===== src/rtl/uart_aes_packer_pkg.sv =====
// rtl/uart_aes_packer_pkg.sv - shared widths and FSM state type for the UART-to-AES packer
// Purpose: default byte/block widths, bytes per AES field, packer FSM states.
// Ports: none (package).
package uart_aes_packer_pkg;

    localparam int DEF_DATA_WIDTH = 8;
    localparam int DEF_N          = 128;
    localparam int BLOCK_BYTES    = DEF_N / DEF_DATA_WIDTH;

    typedef enum logic [1:0] {
        IDLE,
        KEY,
        TEXT,
        HOLD
    } packer_state_e;

endpackage


===== src/rtl/uart_aes_packer_if.sv =====
// rtl/uart_aes_packer_if.sv - byte input and AES block output bundle of the packer
// Purpose: groups the UART byte handshake and the AES frame handshake.
// Ports: in_data/in_valid/in_ready (byte stream), key_out/pt_out/blk_valid/blk_ready
//        (assembled frame), frame_err (discard pulse).
//        slave = packer side, master = UART/AES environment side.
interface uart_aes_packer_if #(
    parameter int DATA_WIDTH = 8,
    parameter int N          = 128
);
    logic [DATA_WIDTH-1:0] in_data;
    logic                  in_valid;
    logic                  in_ready;
    logic [N-1:0]          key_out;
    logic [N-1:0]          pt_out;
    logic                  blk_valid;
    logic                  blk_ready;
    logic                  frame_err;

    modport slave (
        input  in_data, in_valid, blk_ready,
        output in_ready, key_out, pt_out, blk_valid, frame_err
    );

    modport master (
        output in_data, in_valid, blk_ready,
        input  in_ready, key_out, pt_out, blk_valid, frame_err
    );
endinterface


===== src/rtl/uart_aes_packer_byte_shift_reg.sv =====
// rtl/uart_aes_packer_byte_shift_reg.sv - N-bit register loaded one byte at a time from the LSB end
// Purpose: first byte shifted in ends up in q[N-1:N-DATA_WIDTH] after N/DATA_WIDTH shifts.
// Ports: clk, rst (sync, active-high, clears q), shift_en, din (byte), q (register).
module byte_shift_reg #(
    parameter int DATA_WIDTH = 8,
    parameter int N          = 128
) (
    input  logic                  clk,
    input  logic                  rst,
    input  logic                  shift_en,
    input  logic [DATA_WIDTH-1:0] din,
    output logic [N-1:0]          q
);
    always_ff @(posedge clk) begin
        if (rst) begin
            q <= '0;
        end else if (shift_en) begin
            q <= {q[N-DATA_WIDTH-1:0], din};
        end
    end
endmodule


===== src/rtl/uart_aes_packer.sv =====
// rtl/uart_aes_packer.sv - packs a 32-byte UART frame into an AES key and plaintext block
// Purpose: first 16 bytes form key_out, next 16 form pt_out; the frame is then held
//          until the AES core takes it. A gap of TIMEOUT idle cycles inside a frame
//          discards the partial frame and pulses frame_err.
// Ports: clk, rst (sync, active-high), bus (uart_aes_packer_if.slave).
module uart_aes_packer
    import uart_aes_packer_pkg::*;
#(
    parameter int DATA_WIDTH = DEF_DATA_WIDTH,
    parameter int N          = DEF_N,
    parameter int TIMEOUT    = 4096
) (
    input  logic                clk,
    input  logic                rst,
    uart_aes_packer_if.slave    bus
);
    localparam int BYTES = N / DATA_WIDTH;
    localparam int CNT_W = $clog2(BYTES);
    localparam int TMO_W = (TIMEOUT > 1) ? $clog2(TIMEOUT) : 1;

    localparam logic [CNT_W-1:0] CNT_LAST = CNT_W'(BYTES - 1);
    localparam logic [TMO_W-1:0] TMO_LAST = TMO_W'(TIMEOUT - 1);

    packer_state_e    state;
    logic [CNT_W-1:0] cnt;
    logic [TMO_W-1:0] tmo;
    logic             in_ready_q;
    logic             blk_valid_q;
    logic             frame_err_q;
    logic             accept;

    // in_ready is registered, so accept never depends combinationally on in_valid
    // feeding back into in_ready.
    assign accept        = bus.in_valid && in_ready_q;
    assign bus.in_ready  = in_ready_q;
    assign bus.blk_valid = blk_valid_q;
    assign bus.frame_err = frame_err_q;

    byte_shift_reg #(.DATA_WIDTH(DATA_WIDTH), .N(N)) u_key_sr (
        .clk      (clk),
        .rst      (rst),
        .shift_en (accept && (state == IDLE || state == KEY)),
        .din      (bus.in_data),
        .q        (bus.key_out)
    );

    byte_shift_reg #(.DATA_WIDTH(DATA_WIDTH), .N(N)) u_pt_sr (
        .clk      (clk),
        .rst      (rst),
        .shift_en (accept && state == TEXT),
        .din      (bus.in_data),
        .q        (bus.pt_out)
    );

    always_ff @(posedge clk) begin
        if (rst) begin
            state       <= IDLE;
            cnt         <= '0;
            tmo         <= '0;
            in_ready_q  <= 1'b0;
            blk_valid_q <= 1'b0;
            frame_err_q <= 1'b0;
        end else begin
            frame_err_q <= 1'b0;
            case (state)
                IDLE: begin
                    in_ready_q <= 1'b1;
                    tmo        <= '0;
                    if (accept) begin
                        cnt   <= CNT_W'(1);
                        state <= KEY;
                    end
                end
                KEY, TEXT: begin
                    // An accepted byte takes priority over an expiring timeout.
                    if (accept) begin
                        tmo <= '0;
                        if (cnt == CNT_LAST) begin
                            cnt <= '0;
                            if (state == KEY) begin
                                state <= TEXT;
                            end else begin
                                state       <= HOLD;
                                in_ready_q  <= 1'b0;
                                blk_valid_q <= 1'b1;
                            end
                        end else begin
                            cnt <= cnt + 1'b1;
                        end
                    end else if (tmo == TMO_LAST) begin
                        // Partial frame dropped; key/pt contents are left as-is.
                        frame_err_q <= 1'b1;
                        cnt         <= '0;
                        tmo         <= '0;
                        state       <= IDLE;
                    end else begin
                        tmo <= tmo + 1'b1;
                    end
                end
                HOLD: begin
                    if (bus.blk_ready) begin
                        state       <= IDLE;
                        blk_valid_q <= 1'b0;
                        in_ready_q  <= 1'b1;
                    end
                end
                default: state <= IDLE;
            endcase
        end
    end
endmodule


===== src/flat_wrapper.sv =====
// flat-port wrapper written by rule: the top's interface ports become plain ports
module uart_aes_packer_flat import uart_aes_packer_pkg::*;
#(
    parameter int DATA_WIDTH = DEF_DATA_WIDTH,
    parameter int N          = DEF_N,
    parameter int TIMEOUT    = 4096
)
  (clk, rst, bus_in_data, bus_in_valid, bus_blk_ready, bus_in_ready, bus_key_out, bus_pt_out, bus_blk_valid, bus_frame_err);
  uart_aes_packer_if #(.DATA_WIDTH(DATA_WIDTH), .N(N)) bus_i ();
  input  logic clk;
  input  logic rst;
  input wire logic [$bits(bus_i.in_data)-1:0] bus_in_data;
  input wire logic [$bits(bus_i.in_valid)-1:0] bus_in_valid;
  input wire logic [$bits(bus_i.blk_ready)-1:0] bus_blk_ready;
  output wire logic [$bits(bus_i.in_ready)-1:0] bus_in_ready;
  output wire logic [$bits(bus_i.key_out)-1:0] bus_key_out;
  output wire logic [$bits(bus_i.pt_out)-1:0] bus_pt_out;
  output wire logic [$bits(bus_i.blk_valid)-1:0] bus_blk_valid;
  output wire logic [$bits(bus_i.frame_err)-1:0] bus_frame_err;
  assign bus_i.in_data = bus_in_data;
  assign bus_i.in_valid = bus_in_valid;
  assign bus_i.blk_ready = bus_blk_ready;
  assign bus_in_ready = bus_i.in_ready;
  assign bus_key_out = bus_i.key_out;
  assign bus_pt_out = bus_i.pt_out;
  assign bus_blk_valid = bus_i.blk_valid;
  assign bus_frame_err = bus_i.frame_err;
  uart_aes_packer #(.DATA_WIDTH(DATA_WIDTH), .N(N), .TIMEOUT(TIMEOUT)) u_core (.clk(clk), .rst(rst), .bus(bus_i));
endmodule

===== config.mk =====
export PLATFORM = sky130hd
export DESIGN_NAME = uart_aes_packer_flat
export DESIGN_NICKNAME = d
export VERILOG_FILES = /design/src/rtl/uart_aes_packer_pkg.sv /design/src/rtl/uart_aes_packer_if.sv /design/src/rtl/uart_aes_packer_byte_shift_reg.sv /design/src/rtl/uart_aes_packer.sv /design/src/flat_wrapper.sv
export SDC_FILE = /design/constraint.sdc
export NUM_CORES = 1
export LEC_CHECK = 0
export BUFFER_PORTS_ARGS = -buffer_cell sky130_fd_sc_hd__buf_2
export CAP_MARGIN = 0
export CORE_AREA = 2 2 154 156
export DETAILED_ROUTE_END_ITERATION = 8
export DIE_AREA = 0 0 156 158
export HOLD_SLACK_MARGIN = 0.12
export MAX_ROUTING_LAYER = met4
export PLACE_DENSITY = 0.83
export SYNTH_ARGS = -nofsm -noshare
export SYNTH_HDL_FRONTEND = slang
export SYNTH_HIERARCHICAL = 1
export SYNTH_SLANG_ARGS = --single-unit

===== constraint.sdc =====
create_clock -name clk -period 1.9 [get_ports clk]
set_input_delay 0.57 -clock clk [delete_from_list [all_inputs] [get_ports clk]]
set_output_delay 0.57 -clock clk [all_outputs]
set_load 0.05 [all_outputs]

; ---- Word-level counts from Yosys, hierarchy flattened
; Index checks and enable logic that the tools add are counted.
[word_totals]
register_bits = 277
elab_cells = 62
[classes]
addsub = 2
n_eq_ne = 12
n_mux = 26
bitwise_logic = 1
n_reduce_logical = 13
[ops]
columns = op, count
row1 = 12-bit two-way mux, 2
row2 = 12-bit one-hot mux with 2 select lines, 1
row3 = 4-bit two-way mux, 4
row4 = "12-bit by 1-bit adder with 12-bit output, second input constant", 1
row5 = "12-bit == test, second input constant", 1
row6 = 1-bit two-way mux, 10
row7 = 2-bit two-way mux, 5
row8 = 4-bit one-hot mux with 2 select lines, 1
row9 = 4-bit AND reduction, 2
row10 = "2-bit by 1-bit != test with 1-bit output, second input constant", 3
row11 = 2-bit one-hot mux with 3 select lines, 1
row12 = 5-bit AND reduction, 1
row13 = "4-bit by 1-bit adder with 4-bit output, second input constant", 1
row14 = "2-bit == test, second input constant", 2
row15 = "4-bit == test, second input constant", 1
row16 = "2-bit != test, second input constant", 2
row17 = 2-bit nonzero test, 2
row18 = 1-bit logical AND, 3
row19 = "3-bit by 1-bit != test with 1-bit output, second input constant", 1
row20 = "3-bit != test, second input constant", 1
row21 = 1-bit one-hot mux with 3 select lines, 1
row22 = 3-bit AND reduction, 1
row23 = 3-bit OR reduction, 1
row24 = "2-bit by 1-bit == test with 1-bit output, second input constant", 1
row25 = 5 further kinds, 5

; ---- Logic depth before layout (Yosys ltp)
; Gate-level depths: netlist of run 1.
[logic_depth]
word_depth = 5
depth_mapped = 8
mapped_depth_nobuf = 6

; ---- By module
; Netlist of run 1, hierarchy kept.
[by_module_without_submodules]
columns = mod, instances, cells_per_inst, area_per_inst_um2, seq_area_each_um2
row1 = byte_shift_reg, 2, 412, 4652.0, 2562.5
row2 = uart_aes_packer, 1, 127, 1113.6, 420.4

; ---- Least setup slack after synthesis of run 1
; Ideal clock, no wire load.
[synth_path]
path_type = register to register
startpoint = register u_core.in_ready_q (netlist: u_core/bus.in_ready)
endpoint = register u_core.u_key_sr.q[100]
setup_ns = 0.128
arrival_ns = 1.831
setup_slack_ns = -0.058
stages_incl_launch_ff = 7
path_buffers = 2
synth_period_minus_slack_ns = 1.958
path_cell_list = dfxtp_1 > nand2_1 > nor2_1 > buf_12 > buf_12 > mux2i_1 > nor2_1
[synth_between]
elab_chain_cells = 2
[synth_lines]
columns = item, line_no
row1 = start: declaration, uart_aes_packer.sv:27  ; logic in_ready_q;
row2 = start signal: assignment, uart_aes_packer.sv:60  ; in_ready_q <= 1'b0;
row3 = start signal: assignment, uart_aes_packer.sv:67  ; in_ready_q <= 1'b1;
row4 = start signal: assignment, uart_aes_packer.sv:84  ; in_ready_q <= 1'b0;
row5 = 1-bit logical AND, uart_aes_packer.sv:34  ; assign accept = bus.in_valid && in_ready_q;
row6 = 1-bit logical AND, uart_aes_packer.sv:42  ; .shift_en (accept && (state == IDLE || state == KEY)),
row7 = end signal: assignment, uart_aes_packer_byte_shift_reg.sv:18  ; q <= {q[N-DATA_WIDTH-1:0], din};
row8 = end: declaration, uart_aes_packer_byte_shift_reg.sv:12  ; output logic [N-1:0] q
; Every way passes these cells.
; A chain may end at the register's enable or synchronous reset.

; ---- Worst setup path after layout of run 1
[layout_path]
startpoint = register u_core.state[0]
endpoint = register u_core.state[0]
[layout_between]
elab_chain_cells = 5
word_cells_on_any_way = 14
cone_classes = 7 x eq/ne / 4 x mux / 3 x reduce/logical
[layout_lines]
columns = item, line_no
row1 = start: declaration, uart_aes_packer.sv:24  ; packer_state_e state;
row2 = start signal: assignment, uart_aes_packer.sv:57  ; state <= IDLE;
row3 = start signal: assignment, uart_aes_packer.sv:71  ; state <= KEY;
row4 = start signal: assignment, uart_aes_packer.sv:81  ; state <= TEXT;
row5 = 2-bit by 1-bit == test with 1-bit output, "uart_aes_packer.sv:65, uart_aes_packer.sv:80"
row6 = 1-bit two-way mux, uart_aes_packer.sv:80  ; if (state == KEY) begin
row7 = 2-bit two-way mux, uart_aes_packer.sv:78  ; if (cnt == CNT_LAST) begin
row8 = 2-bit two-way mux, uart_aes_packer.sv:76  ; if (accept) begin
row9 = 2-bit one-hot mux with 3 select lines, uart_aes_packer.sv:65  ; case (state)
; Parallel ways exist; a longest one is shown, timed or not. The select of a mux whose other input is x is not followed.

==> results of run 1 <==
-- Yosys cell counts, types with 4 or more instances --
cell type  number
nor2_1        275
a21oi_1         6
clkbuf_1       23
ha_1            6
nand2_1         5
nand3_1         6
mux2i_1       257
nor3_1          6
dfxtp_1       277
xnor2_1         7
nor4_1          4
buf_2           8
buf_12         26
inv_1           4
-- sequential cells by signal (all words and copies together), names as in the netlist --
signal                flops
u_core/u_pt_sr/q        128
u_core/bus.blk_valid      1
u_core/u_key_sr/q       128
u_core/bus.in_ready       1
u_core/cnt                4
u_core/bus.frame_err      1
u_core/tmo               12
u_core/state              2
-- cells by family (layout without fill, tap and decap cells) --
| kind of cell | after synthesis | in the layout | synth area share, % |
|---|---|---|---|
| buffers and inverters | 64 | 363 | 6.606 |
| DFF | 277 | 277 | 53.23 |
| xor gates and xnor gates | 10 | 10 | 0.8408 |
| AOI/OAI and AO/OA | 23 | 23 | 1.634 |
| muxes | 257 | 257 | 24.69 |
| and+or+nand+nor | 314 | 314 | 12.27 |
| adders and majority gates | 6 | 6 | 0.7206 |
-- layout by cell type, fill, tap and decap left out, types with 2 or more instances in the layout --
cell type   count
dfxtp_2         3
xor2_1          3
a311oi_1        2
clkinvlp_4      2
nor3_1          6
clkbuf_16      29
nand3_1         6
o21ai_0         2
buf_2         269
nand2_1         5
buf_4          24
buf_12         14
inv_1           4
mux2i_1       257
nand4b_1        2
clkinv_2        5
xnor2_1         7
dfxtp_1       274
nor2b_1         2
bufinv_16       6
clkbuf_8        6
clkbuf_1        2
a21oi_1         6
ha_1            6
nand4_1         2
nor2_1        274
nor4_1          3
a211oi_1        2
-- timing repair --
action	CTS	global route
gates resized for setup	0	4
setup endpoints to repair	0	6
endpoints found under the hold margin	0	0
-- critical path, stage by stage, from the launching register on --
cell and delay, ns:
dfxtp_2 0.35, inv_1 0.08, ha_1 0.34, and3_1 0.21, a221o_1 0.35, or2_0 0.22
a211oi_1 0.22
-- through the flow --
step / total power, W / setup TNS (ns) / utilization, % / cells
final: 0.01308 / 0 / 56.35 / 1540
after global routing: 0.01354 / -0.02911 / 56.35 / 1540
after CTS: 0.01321 / 0 / 56.31 / 1540
after detailed placement: 0.007113 / 0 / 51.80 / 1489
after global placement: 0.007090 / 0 / 51.80 / 1489
after floorplan: 0.006989 / 0 / - / 951
-- final cells by class --
cell class,count,share of cell area [%]
Clock buffer,36,6.174
Clock inverter,15,1.830
Inverter,4,0.1156
Multi-Input combinational cell,610,32.35
Sequential cell,277,42.72
Tap cell,290,2.793
Timing Repair Buffer,308,14.01
-- worst min-delay path by stage --
stage	cells past startpoint	end	startpoint
after floorplan	1	u_core/cnt[3]$_SDFFE_PP0P_	u_core/cnt[3]$_SDFFE_PP0P_
after global placement	2	u_core/u_pt_sr/q[120]$_SDFFE_PP0P_	u_core/u_pt_sr/q[120]$_SDFFE_PP0P_
after detailed placement	2	u_core/u_pt_sr/q[127]$_SDFFE_PP0P_	u_core/u_pt_sr/q[127]$_SDFFE_PP0P_
after CTS	2	u_core/bus.blk_valid$_SDFFE_PP0P_	bus_blk_ready
after global routing	2	u_core/bus.blk_valid$_SDFFE_PP0P_	bus_blk_ready
final	2	u_core/bus.blk_valid$_SDFFE_PP0P_	bus_blk_ready
-- power groups by stage --
stage                     logic (W)  registers, W  clock network (W)
after global routing        0.00117       0.00590            0.00647
after CTS                   0.00109       0.00590            0.00622
final                       0.00110       0.00590            0.00608
after global placement      0.00107       0.00602                  0
after detailed placement    0.00109       0.00603                  0
after floorplan            0.000875       0.00611                  0
-- per-layer routing --
metal	GRT usage (%)	vias to the layer above	share of wire [%]
li1	-	3766	-
met4	6.728	0	2.8
met5	-	-	0
met1	23.76	3690	43
met2	33.35	226	48
met3	3.887	53	5.6
==> summary.txt, run 1 <==
Setup path
  – FF-to-FF End: u_core/state[0]$_SDFFE_PP0P_
  – Critical Path Source: u_core/state[0]$_SDFFE_PP0P_
  – RR Startpoint: u_core/state[0]$_SDFFE_PP0P_
  – CP Data Arrival Time: between 2 and 2.5 ns
  – Endpoint type of the worst setup path: register
  – Crit Path Category: reg -> reg
  – Startpoint Class: register
  – CP required: 2.35 ns
  – Setup crit end: u_core/state[0]$_SDFFE_PP0P_
  – Worst reg-to-reg path cell count: 6
  – Setup slack, reg-to-reg: between 0.03 and 0.04 ns
  – Crit path max fanout: 3

Finish
  – Cell area after layout: roughly 13000 µm²
  – Seq. cell area: ~5500 µm²
  – Fin nets: around 1200
  – Antenna cells: 0
  – Filler cells: about 1900
  – Area of the multi-input gates: between 4000 and 5000 µm²
  – P&R area growth vs syn: 24.69%
  – Layout cells sized above 1: ~30%

Clock tree
  – # Post-CTS Setup Buffers: 0
  – CTS tree: yes
  – H-tree depth: 1
  – Max clock buf depth: 3
  – Root Buffer: clkbuf_16
  – Clk pin slew, worst setup/hold paths: 0.07 ns
  – Clock sinks: between 200 and 300
  – Num CTS Buffers: 28
  – Worst-Skew Late Latency: between 0.5 and 0.6 ns
  – Hold_buf cts: 0

Die
  – Row count: 56
  – Starting Density: 45.19%
  – IO Pins: 271
  – Die Span X: approximately 160 µm
  – Die area: 24650 µm²
  – Die height: around 160 µm
  – Total core area: 23050 µm²

Placement
  – I/O Buffers: 270
  – Post-Place Setup Slack: slightly below 0.02 ns
  – Placed Area: approximately 12000 µm²
  – Post-DP HPWL: ~17000 µm
  – GPL Wtd Cong: 0.8036

Synthesis
  – Synth warn: 6
  – EDFF count, synth: 0
  – Synth async-reset ratio: 0%
  – Post-Syn Instances: 951
  – Top cells by area, synth: dfxtp_1 53%, mux2i_1 25%, nor2_1 9.9%
  – Primary FF master, synth: dfxtp_1
  – Synth area leader: dfxtp_1
  – Syn Nets: around 970
  – Yosys top cell area share: between 50% and 60%
  – Post-synthesis sequential area ratio: 53.23%
  – Post-synthesis cell type count: 44
  – Average size of a mapped cell: between 10 and 15 µm²
  – Seq cells post-synth: ~280
  – Synth Cell Area: roughly 10000 µm²

Route
  – Vias per cell: 5.023
  – Vias: 7735
  – Routed WL: roughly 25000 µm
  – Initial DRC count: ~450
  – Avg WL per Cell: 16.15 µm
  – DRC Markers: 0
  – Final ANT Viol Nets: 0
  – Drt pass-1 iters: 4

Pwr
  – Internal cell power: 0.01010 W
  – Leak Pwr: roughly 5.6 nW
  – Pwr dens: roughly 1000 nW/µm²
  – Net Sw Power: between 0.002 and 0.003 W
  – Clock power share: around 47%
  – Worst IR Drop VDD: ~0.00085 V
  – Register share of total power: between 40% and 50%
  – Comb power frac: 8.4%
  – Sw frac: a little under a quarter

Global route
  – Vias in the first global route: roughly 7400
  – Initial antenna violation count: 0
  – All-Layer GR Usage: between 10% and 20%
  – GRT overflow: 0
  – Largest net degree at the start of global routing: 63
  – First-pass GRT wire length: approximately 39000 µm

STA
  – Final hold vios: 0
  – PnR worst setup slack: about 0.038 ns
  – FMAX: 0.5372 GHz
  – Worst Tran Pin Value: ~0.34 ns
  – Period utilization: roughly 98%
  – Clock skew: around 0.012 ns
  – Fin Hold WS: about 0.28 ns
  – Setup-failing EPs final: 0
  – Tmin final: approximately 1.9 ns
  – Slew HR: approximately three quarters
  – RSZ-0062 raised after global routing: true
  – Max Slew Vio Count: 0

Run
  – Maxcap violations: 0

Status
  – Status: complete, no violations

Hold path
  – Worst hold path type: in -> reg
Note: power is estimated with default switching activity, not from simulation.
==> run 2, diff against run 1 <==
--- a/config.mk
+++ b/config.mk
@@ -5,14 +5,15 @@
 export SDC_FILE = /design/constraint.sdc
 export NUM_CORES = 1
 export LEC_CHECK = 0
+export ABC_AREA = 1
 export BUFFER_PORTS_ARGS = -buffer_cell sky130_fd_sc_hd__buf_2
 export CAP_MARGIN = 0
-export CORE_AREA = 2 2 154 156
+export CORE_AREA = 2 2 162 164
 export DETAILED_ROUTE_END_ITERATION = 8
-export DIE_AREA = 0 0 156 158
+export DIE_AREA = 0 0 164 166
 export HOLD_SLACK_MARGIN = 0.12
 export MAX_ROUTING_LAYER = met4
-export PLACE_DENSITY = 0.83
+export PLACE_DENSITY = 0.82
 export SYNTH_ARGS = -nofsm -noshare
 export SYNTH_HDL_FRONTEND = slang
 export SYNTH_HIERARCHICAL = 1
==> constraint.sdc (replaced) <==
create_clock -name clk -period 1.7 [get_ports clk]
set_input_delay 0.51 -clock clk [delete_from_list [all_inputs] [get_ports clk]]
set_output_delay 0.51 -clock clk [all_outputs]
set_load 0.05 [all_outputs]
==> run 2 against run 1 <==
Net effect:
- sequential power up 37%
- sequential cell count stayed put
- critical path depth shrank 5
- global-route usage is 1.3 points higher
- die area rose by 10%
- clock power rose by 9.9%
- wire length grew 20%
- synthesized cell count is 88% higher
- combinational power grew to 7.1 times the previous value
==> summary.txt, run 2 <==
Setup path
  – Slowest stage delay, CP: 0.38 ns
  – Crit Path Category: reg -> out
  – Endpoint type of the worst setup path: primary output
  – CP Data Arrival Time: 1.18 ns
  – Critical-path cell list: clkbuf_4
  – Critical path's top delay family: flip-flops
  – Crit path max fanout: 3
  – Critical Path Slowest Stage Cell: dfxtp_1
  – Worst path bufs/invs: 1
  – CP required: ~1.2 ns
  – Startpoint Class: register

Synthesis
  – Yosys top cell area share: roughly 48%
  – Syn Nets: 1802
  – Post-synthesis cell type count: 29
  – Synth area leader: dfxtp_1
  – Primary FF master, synth: dfxtp_1
  – Synth top cells by count: 543 x nand2_1, 536 x nor2_1, 277 x dfxtp_1, 275 x inv_1, 62 x buf_2
  – Top cells by area, synth: dfxtp_1 48%, nand2_1 18%, nor2_1 17%
  – Post-synthesis sequential area ratio: 47.92%
  – Synth Cell Area: 11570 µm²
  – EDFF count, synth: 0
  – Average size of a mapped cell: approximately 6.5 µm²
  – Synth warn: 6
  – Seq cells post-synth: between 200 and 300
  – Post-Syn Instances: about 1800
  – Synth async-reset ratio: 0%
  – Count leader, synth: nand2_1

Global route
  – Vias in the first global route: around 9700
  – All-Layer GR Usage: about a fifth
  – M2 GR Usage: between 30% and 40%
  – First-pass GRT wire length: ~47000 µm
  – GR peak layer: met2
  – Largest net degree at the start of global routing: 73
  – Initial antenna violation count: 0
  – GR Util met1: between 20 and 30%
  – GRT overflow: 0
  – Met3 Usage GRT: approximately 2.8%

Finish
  – Cell area after layout: between 15000 and 20000 µm²
  – Non-Filler Instances: between 2000 and 2500
  – P&R area growth vs syn: 30.79%
  – Fin nets: 2058
  – Top flop regs: u_core/u_key_sr/q (128), u_core/u_pt_sr/q (128), u_core/tmo (12)
  – Most common cell after layout, fill and taps aside: nand2_1
  – Post-layout util: approximately 59%
  – Antenna cells: 0
  – Commonest non-fill, non-tap cells in the layout: 543 x nand2_1, 535 x nor2_1, 271 x inv_1, 271 x dfxtp_1, 181 x buf_4
  – Filler cells: between 2000 and 2500
  – Layout cells sized above 1: 18.49%

Route
  – Vias per cell: approximately 4.5
  – Initial DRC count: roughly 700
  – Vias: ~11000
  – Drt pass-1 iters: 5
  – Routed WL: roughly 30000 µm
  – Final ANT Viol Nets: 0
  – DRC Markers: 0
  – Avg WL per Cell: about 13 µm

Clock tree
  – Num CTS Buffers: 29
  – Worst-Skew Late Latency: roughly 0.54 ns
  – CTS tree: yes
  – Clk pin slew, worst setup/hold paths: around 0.060 ns
  – Max clock buf depth: 3
  – Clock sinks: 277
  – Hold_buf cts: 0
  – H-tree depth: 1
  – Root Buffer: clkbuf_16

STA
  – Period utilization: 99.62%
  – Clock skew: around 0.011 ns
  – Max Slew Vio Count: 0
  – Setup-failing EPs final: 0
  – Worst Tran Pin Value: ~0.38 ns
  – Tmin final: roughly 1.7 ns
  – Final hold vios: 0
  – Slew HR: about 75%
  – FMAX: between 0.5 and 0.6 GHz
  – Fin Hold WS: roughly 0.28 ns

Die
  – Row count: just under 60
  – Total core area: 25620 µm²
  – Die height: between 150 and 200 µm
  – Starting Density: between 40% and 50%
  – IO Pins: approximately 270
  – Die Span X: between 150 and 200 µm
  – Die area: ~27000 µm²

Pwr
  – Worst IR Drop VDD: ~0.00084 V
  – Pwr dens: 1494 nW/µm²
  – Leak Pwr: a little under 7 nW

Placement
  – Post-DP HPWL: ~20000 µm
  – Placed insts: 2339
  – GPL Wtd Cong: 0.9087
  – Placed Area: roughly 13000 µm²
  – I/O Buffers: 270

Status
  – Status: complete, no violations

Run
  – Maxcap violations: 0

Hold path
  – Worst hold path type: in -> reg
[run 2: cell types whose count changed in the layout (fill, tap and decap cells not counted), sizes merged, moves of 6 or more]
| cell | delta |
|---|---|
| clkbuf | +65 |
| a21oi | +7 |
| mux2i | -257 |
| xnor2 | -6 |
| buf | -59 |
| inv | +272 |
| nand3 | +6 |
| nor2 | +263 |
| nand2 | +540 |
[run 2: cell families after synthesis]
kind of cell / Yosys count / synth area share (%)
fa+ha+maj: 6 / 0.6488
simple gates: 1109 / 36.55
flops: 277 / 47.92
xor+xnor: 6 / 0.4541
buf+inv: 363 / 13.26
compound gates: 23 / 1.168
[run 2: routing by layer]
| metal | wire length (µm) | up-vias |
|---|---|---|
| li1 | - | 5622 |
| met1 | 12930 | 4710 |
| met2 | 13770 | 317 |
| met3 | 1443 | 108 |
| met4 | 1814 | 0 |
| met5 | 0 | - |
[run 2: through the flow]
step                      TNS, ns  setup WS [ns]  power (W)
after floorplan                 0        0.01627    0.01360
after global placement          0        0.05370    0.01509
after detailed placement        0        0.03483    0.01522
after CTS                       0      0.0002823    0.02231
after global routing      -0.1005       -0.03370    0.02375
final                           0       0.006492    0.02261
[run 2: worst min-delay path, cell delays in order]
cell     delay (ns)
buf_2          0.09
inv_1          0.03
nand2_1        0.04
nand2_1        0.04
nor2_1         0.06
[run 2: path summary, 6_finish.rpt]
check	startpoint	end	slack (ns)	depth (start not counted)
worst max-delay path	u_core/u_pt_sr/q[29]$_SDFFE_PP0P_	bus_pt_out[29]	0.006	1
worst min-delay path	bus_in_data[6]	u_core/u_key_sr/q[6]$_SDFFE_PP0P_	0.28	5
worst max register to register	u_core/state[1]$_SDFFE_PP0P_	u_core/u_key_sr/q[88]$_SDFFE_PP0P_	0.07	9
worst min register to register	u_core/u_pt_sr/q[127]$_SDFFE_PP0P_	u_core/u_pt_sr/q[127]$_SDFFE_PP0P_	0.46	2
[run 2: power by group]
part,switching (W),internal [W]
Sequential,0.000725,0.00737
Clock,0.00258,0.00410
Combinational,0.00540,0.00244
Total,0.00870,0.0139
[run 2: layout make-up]
cell class                      instances  area (µm²)  area share [%]
Sequential cell                       277        5553           36.69
Multi-Input combinational cell       1145        4527           29.91
Clock buffer                           39       813.3           5.374
Clock inverter                         13       197.7           1.306
Timing Repair Buffer                  311        2584           17.07
Inverter                              276        1040           6.871
Tap cell                              335       419.2           2.770
[run 2: timing repair]
| action | 4_1_cts | 5_1_grt |
|---|---|---|
| gates cloned | 0 | 4 |
| resized for setup | 173 | 110 |
| buffers inserted | 0 | 1 |
| endpoints found under the setup margin | 166 | 220 |
| pin swaps | 0 | 1 |
